<file path="src/rtl/pc_sequencer.sv">
// Program-counter sequencer: IDLE/RUN/DONE control, PC select (inc/branch/rel/call/ret); CALL_STACK_EN adds a 4-deep return stack.
// Latency: control inputs sampled at an edge show on prog_counter after that edge; lut_addr is combinational.
// Backpressure: stall holds the PC and drops all other control for that cycle while cycle_count keeps running.
module pc_sequencer #(
    parameter int D          = 10,
    parameter int LUT_AW     = 4,
    parameter int START_ADDR = 0,
    parameter int CYC_W      = 16
) (
    input  logic              clk,
    input  logic              reset,
    input  logic              start,
    input  logic              stall,
    input  logic              halt,
    input  logic              branch_taken,
    input  logic [LUT_AW-1:0] br_idx,
    output logic [LUT_AW-1:0] lut_addr,
    input  logic [D-1:0]      lut_target,
    input  logic              rel_jump,
    input  logic [7:0]        rel_offset,
    input  logic              call,
    input  logic              ret,
    output logic [D-1:0]      prog_counter,
    output logic              busy,
    output logic              done,
    output logic [CYC_W-1:0]  cycle_count,
    output logic              stack_err
);

    typedef enum logic [1:0] {S_IDLE, S_RUN, S_DONE} state_t;

    localparam logic [D-1:0] START_PC = D'(START_ADDR);

    state_t           state_q, state_d;
    logic [D-1:0]     pc_q, pc_d;
    logic [CYC_W-1:0] cnt_q, cnt_d;
    logic             busy_q, busy_d;
    logic             done_q, done_d;

    logic [D-1:0]     pc_inc;
    logic [D-1:0]     pc_rel;
    logic [D-1:0]     off_ext;

`ifdef CALL_STACK_EN
    logic [D-1:0]     stack_q [4];
    logic [D-1:0]     stack_d [4];
    logic [2:0]       sp_q, sp_d;
    logic [2:0]       sp_m1;
    logic             err_q, err_d;
`endif

    assign lut_addr = br_idx;
    assign off_ext  = D'($signed(rel_offset));
    assign pc_inc   = pc_q + D'(1);
    assign pc_rel   = pc_q + off_ext;

    always_comb begin
        state_d = state_q;
        pc_d    = pc_q;
        cnt_d   = cnt_q;
`ifdef CALL_STACK_EN
        err_d   = err_q;
        sp_d    = sp_q;
        stack_d = stack_q;
        sp_m1   = sp_q - 3'd1;
`endif
        case (state_q)
            S_RUN: begin
                if (cnt_q != '1) begin
                    cnt_d = cnt_q + CYC_W'(1);
                end
                if (!stall) begin
                    if (halt) begin
                        state_d = S_DONE;
                    end
`ifdef CALL_STACK_EN
                    else if (call) begin
                        pc_d = lut_target;
                        if (sp_q == 3'd4) begin
                            err_d = 1'b1;
                        end else begin
                            stack_d[sp_q[1:0]] = pc_inc;
                            sp_d               = sp_q + 3'd1;
                        end
                    end else if (ret) begin
                        if (sp_q == 3'd0) begin
                            pc_d  = pc_inc;
                            err_d = 1'b1;
                        end else begin
                            pc_d = stack_q[sp_m1[1:0]];
                            sp_d = sp_m1;
                        end
                    end
`else
                    else if (call) begin
                        pc_d = lut_target;
                    end else if (ret) begin
                        pc_d = pc_inc;
                    end
`endif
                    else if (branch_taken) begin
                        pc_d = lut_target;
                    end else if (rel_jump) begin
                        pc_d = pc_rel;
                    end else begin
                        pc_d = pc_inc;
                    end
                end
            end
            default: begin
                // IDLE and DONE share restart semantics
                if (start) begin
                    state_d = S_RUN;
                    pc_d    = START_PC;
                    cnt_d   = '0;
`ifdef CALL_STACK_EN
                    err_d   = 1'b0;
                    sp_d    = 3'd0;
`endif
                end
            end
        endcase
        busy_d = (state_d == S_RUN);
        done_d = (state_d == S_DONE);
    end

    always_ff @(posedge clk) begin
        if (reset) begin
            state_q <= S_IDLE;
            pc_q    <= START_PC;
            cnt_q   <= '0;
            busy_q  <= 1'b0;
            done_q  <= 1'b0;
`ifdef CALL_STACK_EN
            err_q   <= 1'b0;
            sp_q    <= 3'd0;
`endif
        end else begin
            state_q <= state_d;
            pc_q    <= pc_d;
            cnt_q   <= cnt_d;
            busy_q  <= busy_d;
            done_q  <= done_d;
`ifdef CALL_STACK_EN
            err_q   <= err_d;
            sp_q    <= sp_d;
`endif
        end
`ifdef CALL_STACK_EN
        stack_q <= stack_d;
`endif
    end

    assign prog_counter = pc_q;
    assign busy         = busy_q;
    assign done         = done_q;
    assign cycle_count  = cnt_q;
`ifdef CALL_STACK_EN
    assign stack_err    = err_q;
`else
    assign stack_err    = 1'b0;
`endif

endmodule

</file>
<file path="config.mk">
export PLATFORM = sky130hd
export DESIGN_NAME = pc_sequencer
export DESIGN_NICKNAME = d
export VERILOG_FILES = /design/src/rtl/pc_sequencer.sv
export SDC_FILE = /design/constraint.sdc
export NUM_CORES = 1
export LEC_CHECK = 0
export ABC_AREA = 1
export ABC_CLOCK_PERIOD_IN_PS = 1600
export CAP_MARGIN = 0
export CORE_ASPECT_RATIO = 0.7
export CORE_UTILIZATION = 30
export DETAILED_ROUTE_END_ITERATION = 16
export GPL_ROUTABILITY_DRIVEN = 1
export PLACE_DENSITY = 0.53
export SLEW_MARGIN = 40
export SYNTH_ARGS = -nofsm -noshare
export SYNTH_HDL_FRONTEND = slang
export SYNTH_SLANG_ARGS = --single-unit
</file>
<file path="constraint.sdc">
create_clock -name clk -period 1.6 [get_ports clk]
set_input_delay 0.16 -clock clk [delete_from_list [all_inputs] [get_ports clk]]
set_output_delay 0.16 -clock clk [all_outputs]
set_load 0.01 [all_outputs]
</file>
==> summary.md <==
| Metric | Value |
|---|---|
| Cell mode on critical path | nand2_1 |
| Area Growth Syn to Fin | 70.49% |
| WS Path Type | register to register |
| Crit start category | register |
| Area post-placement | between 3000 and 4000 µm² |
| Sink Count | 30 |
| Status | finished with violations |
| First-pass GRT wire length | roughly 13 mm |
| Static Leak | 1.832 nW |
| Fin Hold WS | 320.0 ps |
| Port bufs | 54 |
| Inst Count DP | 605 |
| Multiplexer share of the synthesized area | 0 |
| Sequential element share of the synthesized area | 0.2468 |
| Post-synth EDFFs | 0 |
| Routed wl met3 | 484 µm |
| Die area | 8482 µm² |
| Largest family of logic cells by synthesized area | simple AND/OR/NAND/NOR gates |
| Synth Area in Adders | 0.06478 |
| Syn_nets | 433 |
| Vias in the first global route | 2584 |
| Met2 WL | 3.267 mm |
| Detailed Place HPWL | 6.367 mm |
| Dpl ws | -484.6 ps |
| Starting Density | 0.3092 |
| Rows | 27 |
| Flops & latches, synth | 30 |
| Layout cell share with drive strength beyond 1 | 0.3327 |
| Final ANT Viol Nets | 0 |
| GRT Total Usage | 0.1988 |
| Final Non-Filler Cells | 618 |
| Fin area | 4149 µm² |
| Core Area | around 8000 µm² |
| Max incr delay on CP | 350 ps |
| Hold_buf cts | 0 |
| Util after Layout | 0.5271 |
| DR top layer | met4 |
| Residual DRC | 0 |
| Fraction of registers with async set/reset | 0 |
| Initial antenna violation count | 0 |
| Slowest-stage cell, CP | dfxtp_4 |
| Netlist cell types | 37 |
| Final #Nets | 560 |
| Setup TNS | -187.6 ps |
| Max cap viols | 0 |
| Final Hold Viols | 0 |
| CP delay by family, top | simple AND/OR/NAND/NOR gates |
| CP Capture Type | register |
| Top Ports | 64 |
| Sequential Area | 621.8 µm² |
| Top_reg_cell synth | dfxtp_1 |
| Total power | 2.656 mW |
| Tightest Hold Check Type | input pin to primary output |
| Die outline height | 77.36 µm |
| Fillers | 796 |
| Synth Area in Compound Gates | 0.1686 |
| CP arrival | 1880 ps |
| Root Driver | clkbuf_16 |
| 1st-pass router iterations | 4 |
| Vias | 2893 |
| P per Cell Area | approximately 640 nW/µm² |
| Drt via density | 4.681 |
| H-tree depth | 2 |
| Mapped Cells | 390 |
| Xor and xnor area share after synthesis | 0.05398 |
| Inserted Clock Buffers | 5 |
| Required time of the critical path | 1800 ps |
| Longest Clk Path Bufs | 2 |
| Remaining Overflow, GRT | 0 |
| Ant. Diodes | 0 |
| Yosys warning total | 0 |
| Buffers and inverters on the worst path | 2 |
| Worst-skew pair later-pin latency | 270 ps |
| CP Max Fanout | 2 |
| Largest net degree at the start of global routing | 21 |
| Reg clk slew, reported paths | 50 ps |
| TritonCTS clock tree | built |
| Final WL | about 8.3 mm |
| Final estimated routing congestion in global placement | approximately 0.85 |
| Min setup slack post-route | -72.49 ps |
| Post-Syn Area | 2434 µm² |
| Syn Area/Cell | a little over 6 µm² |
| Simple-Gate Fraction of Synth Area | 0.3527 |
| Worst clock skew | 4.953 ps |
| Failing checks | setup timing |
| Initial DRC Count | 180 |
| VDD IR-drop max | 0.0003611 V |
| RSZ-0062 raised after global routing | yes |
| Fmax | 597.9 MHz |
| Setup-failing EPs final | 4 |
| Max-slew violation count | 0 |
| Final Cycle Share | 1.045 |
| M1 WL | roughly 4.5 mm |
| Crit path cell chain | ha_4 -> inv_2 -> fa_2 -> inv_2 -> nand3_2 -> nand2_2 -> nand2_1 -> nand3_1 -> nand3_1 -> nand2_1 -> nand2_1 -> nand2_1 -> nand2_1 -> a21oi_2 |
| Drt wl/cell | 13.38 µm |
| Footprint of the multi-input gates | 1914 µm² |
| Final min period | 1672 ps |
| Die width | 109.7 µm |
==> worst paths after layout <==
check / slack (ps) / from / cells after the start / to
min reg2reg: 540 / cycle_count[2] / 2 / cycle_count[2]
max reg2reg: -70 / prog_counter[0] / 14 / prog_counter[8]
min: 320 / br_idx[2] / 0 / lut_addr[2]
max: -70 / prog_counter[0] / 14 / prog_counter[8]
==> cells in the mapped netlist, types with 2 or more instances <==
| cell type | count | share of area |
|---|---|---|
| o211ai_1 | 3 | 0.0093 |
| xor2_1 | 12 | 0.043 |
| o21ai_1 | 3 | 0.0062 |
| inv_2 | 3 | 0.0046 |
| or2_2 | 4 | 0.010 |
| nand3_1 | 26 | 0.053 |
| nand3b_1 | 3 | 0.0093 |
| buf_4 | 5 | 0.015 |
| clkbuf_1 | 7 | 0.011 |
| nor2_1 | 35 | 0.054 |
| o21ai_0 | 20 | 0.041 |
| nand4_1 | 10 | 0.026 |
| dfxtp_1 | 30 | 0.25 |
| nor3_1 | 9 | 0.019 |
| a211oi_1 | 2 | 0.0062 |
| inv_1 | 47 | 0.072 |
| nand2_1 | 98 | 0.15 |
| nor3_4 | 2 | 0.013 |
| a21oi_1 | 41 | 0.084 |
| ha_1 | 11 | 0.057 |
| xnor2_1 | 3 | 0.011 |
==> worst reg2reg max path: cells and delay by family, from the launching register on <==
kind	cells	cell delay (ps)
AND/OR/NAND/NOR	9	580
AO/OA/AOI/OAI	1	110
adder cells (fa/ha/maj)	2	460
flip-flops	1	350
buffers and inverters	2	110
==> timing repair <==
item | CTS | global route
gates resized for setup | 31 | 60
cloned | 0 | 1
setup buffers | 1 | 4
pin swaps | 15 | 18
setup endpoints to repair | 9 | 22
==> sequential cells by signal (all words and copies together) (netlist names) <==
name          flops
prog_counter     10
done              1
state_q           2
cycle_count      16
busy              1
==> cells in the final DEF, fill, tap and decap left out, types with 8 or more instances in the layout <==
master	instances
a21oi_1	32
a21oi_2	8
buf_4	74
clkdlybuf4s50_1	48
dfxtp_1	19
dfxtp_2	8
ha_4	9
inv_1	43
nand2_1	86
nand2_2	8
nand3_1	18
nand3_2	8
nand4_1	10
nor2_1	26
o21ai_0	20
xor2_1	11
==> kinds of logic (layout without fill, tap and decap cells) <==
logic type / after synthesis / in the layout
AO/OA/AOI/OAI: 75 / 75
XOR/XNOR: 15 / 15
adder cells (fa/ha/maj): 12 / 12
buffers and inverters: 65 / 192
flip-flops: 30 / 30
other: 1 / 1
AND/OR/NAND/NOR: 192 / 192
==> power by group <==
group	switching (mW)	total, mW	internal (mW)
Combinational	0.465	0.935	0.470
Sequential	0.0313	0.816	0.784
Clock	0.344	0.905	0.561
Total	0.840	2.66	1.82
==> final cells by class <==
cell class	instances	area share
multi-input cells	295	0.4614
clock inverters	2	0.002413
clock buffers	5	0.03016
well taps	101	0.03046
flip-flops and latches	30	0.1499
inverters	51	0.04614
repair buffers	134	0.2796
==> per-layer routing <==
metal	global-route usage	vias to the layer above
met2	0.2717	75
li1	-	1532
met3	0.03025	8
met1	0.3241	1278
met4	0.02667	0
met5	0	-
No activity file was read; power rests on OpenSTA's default activity.
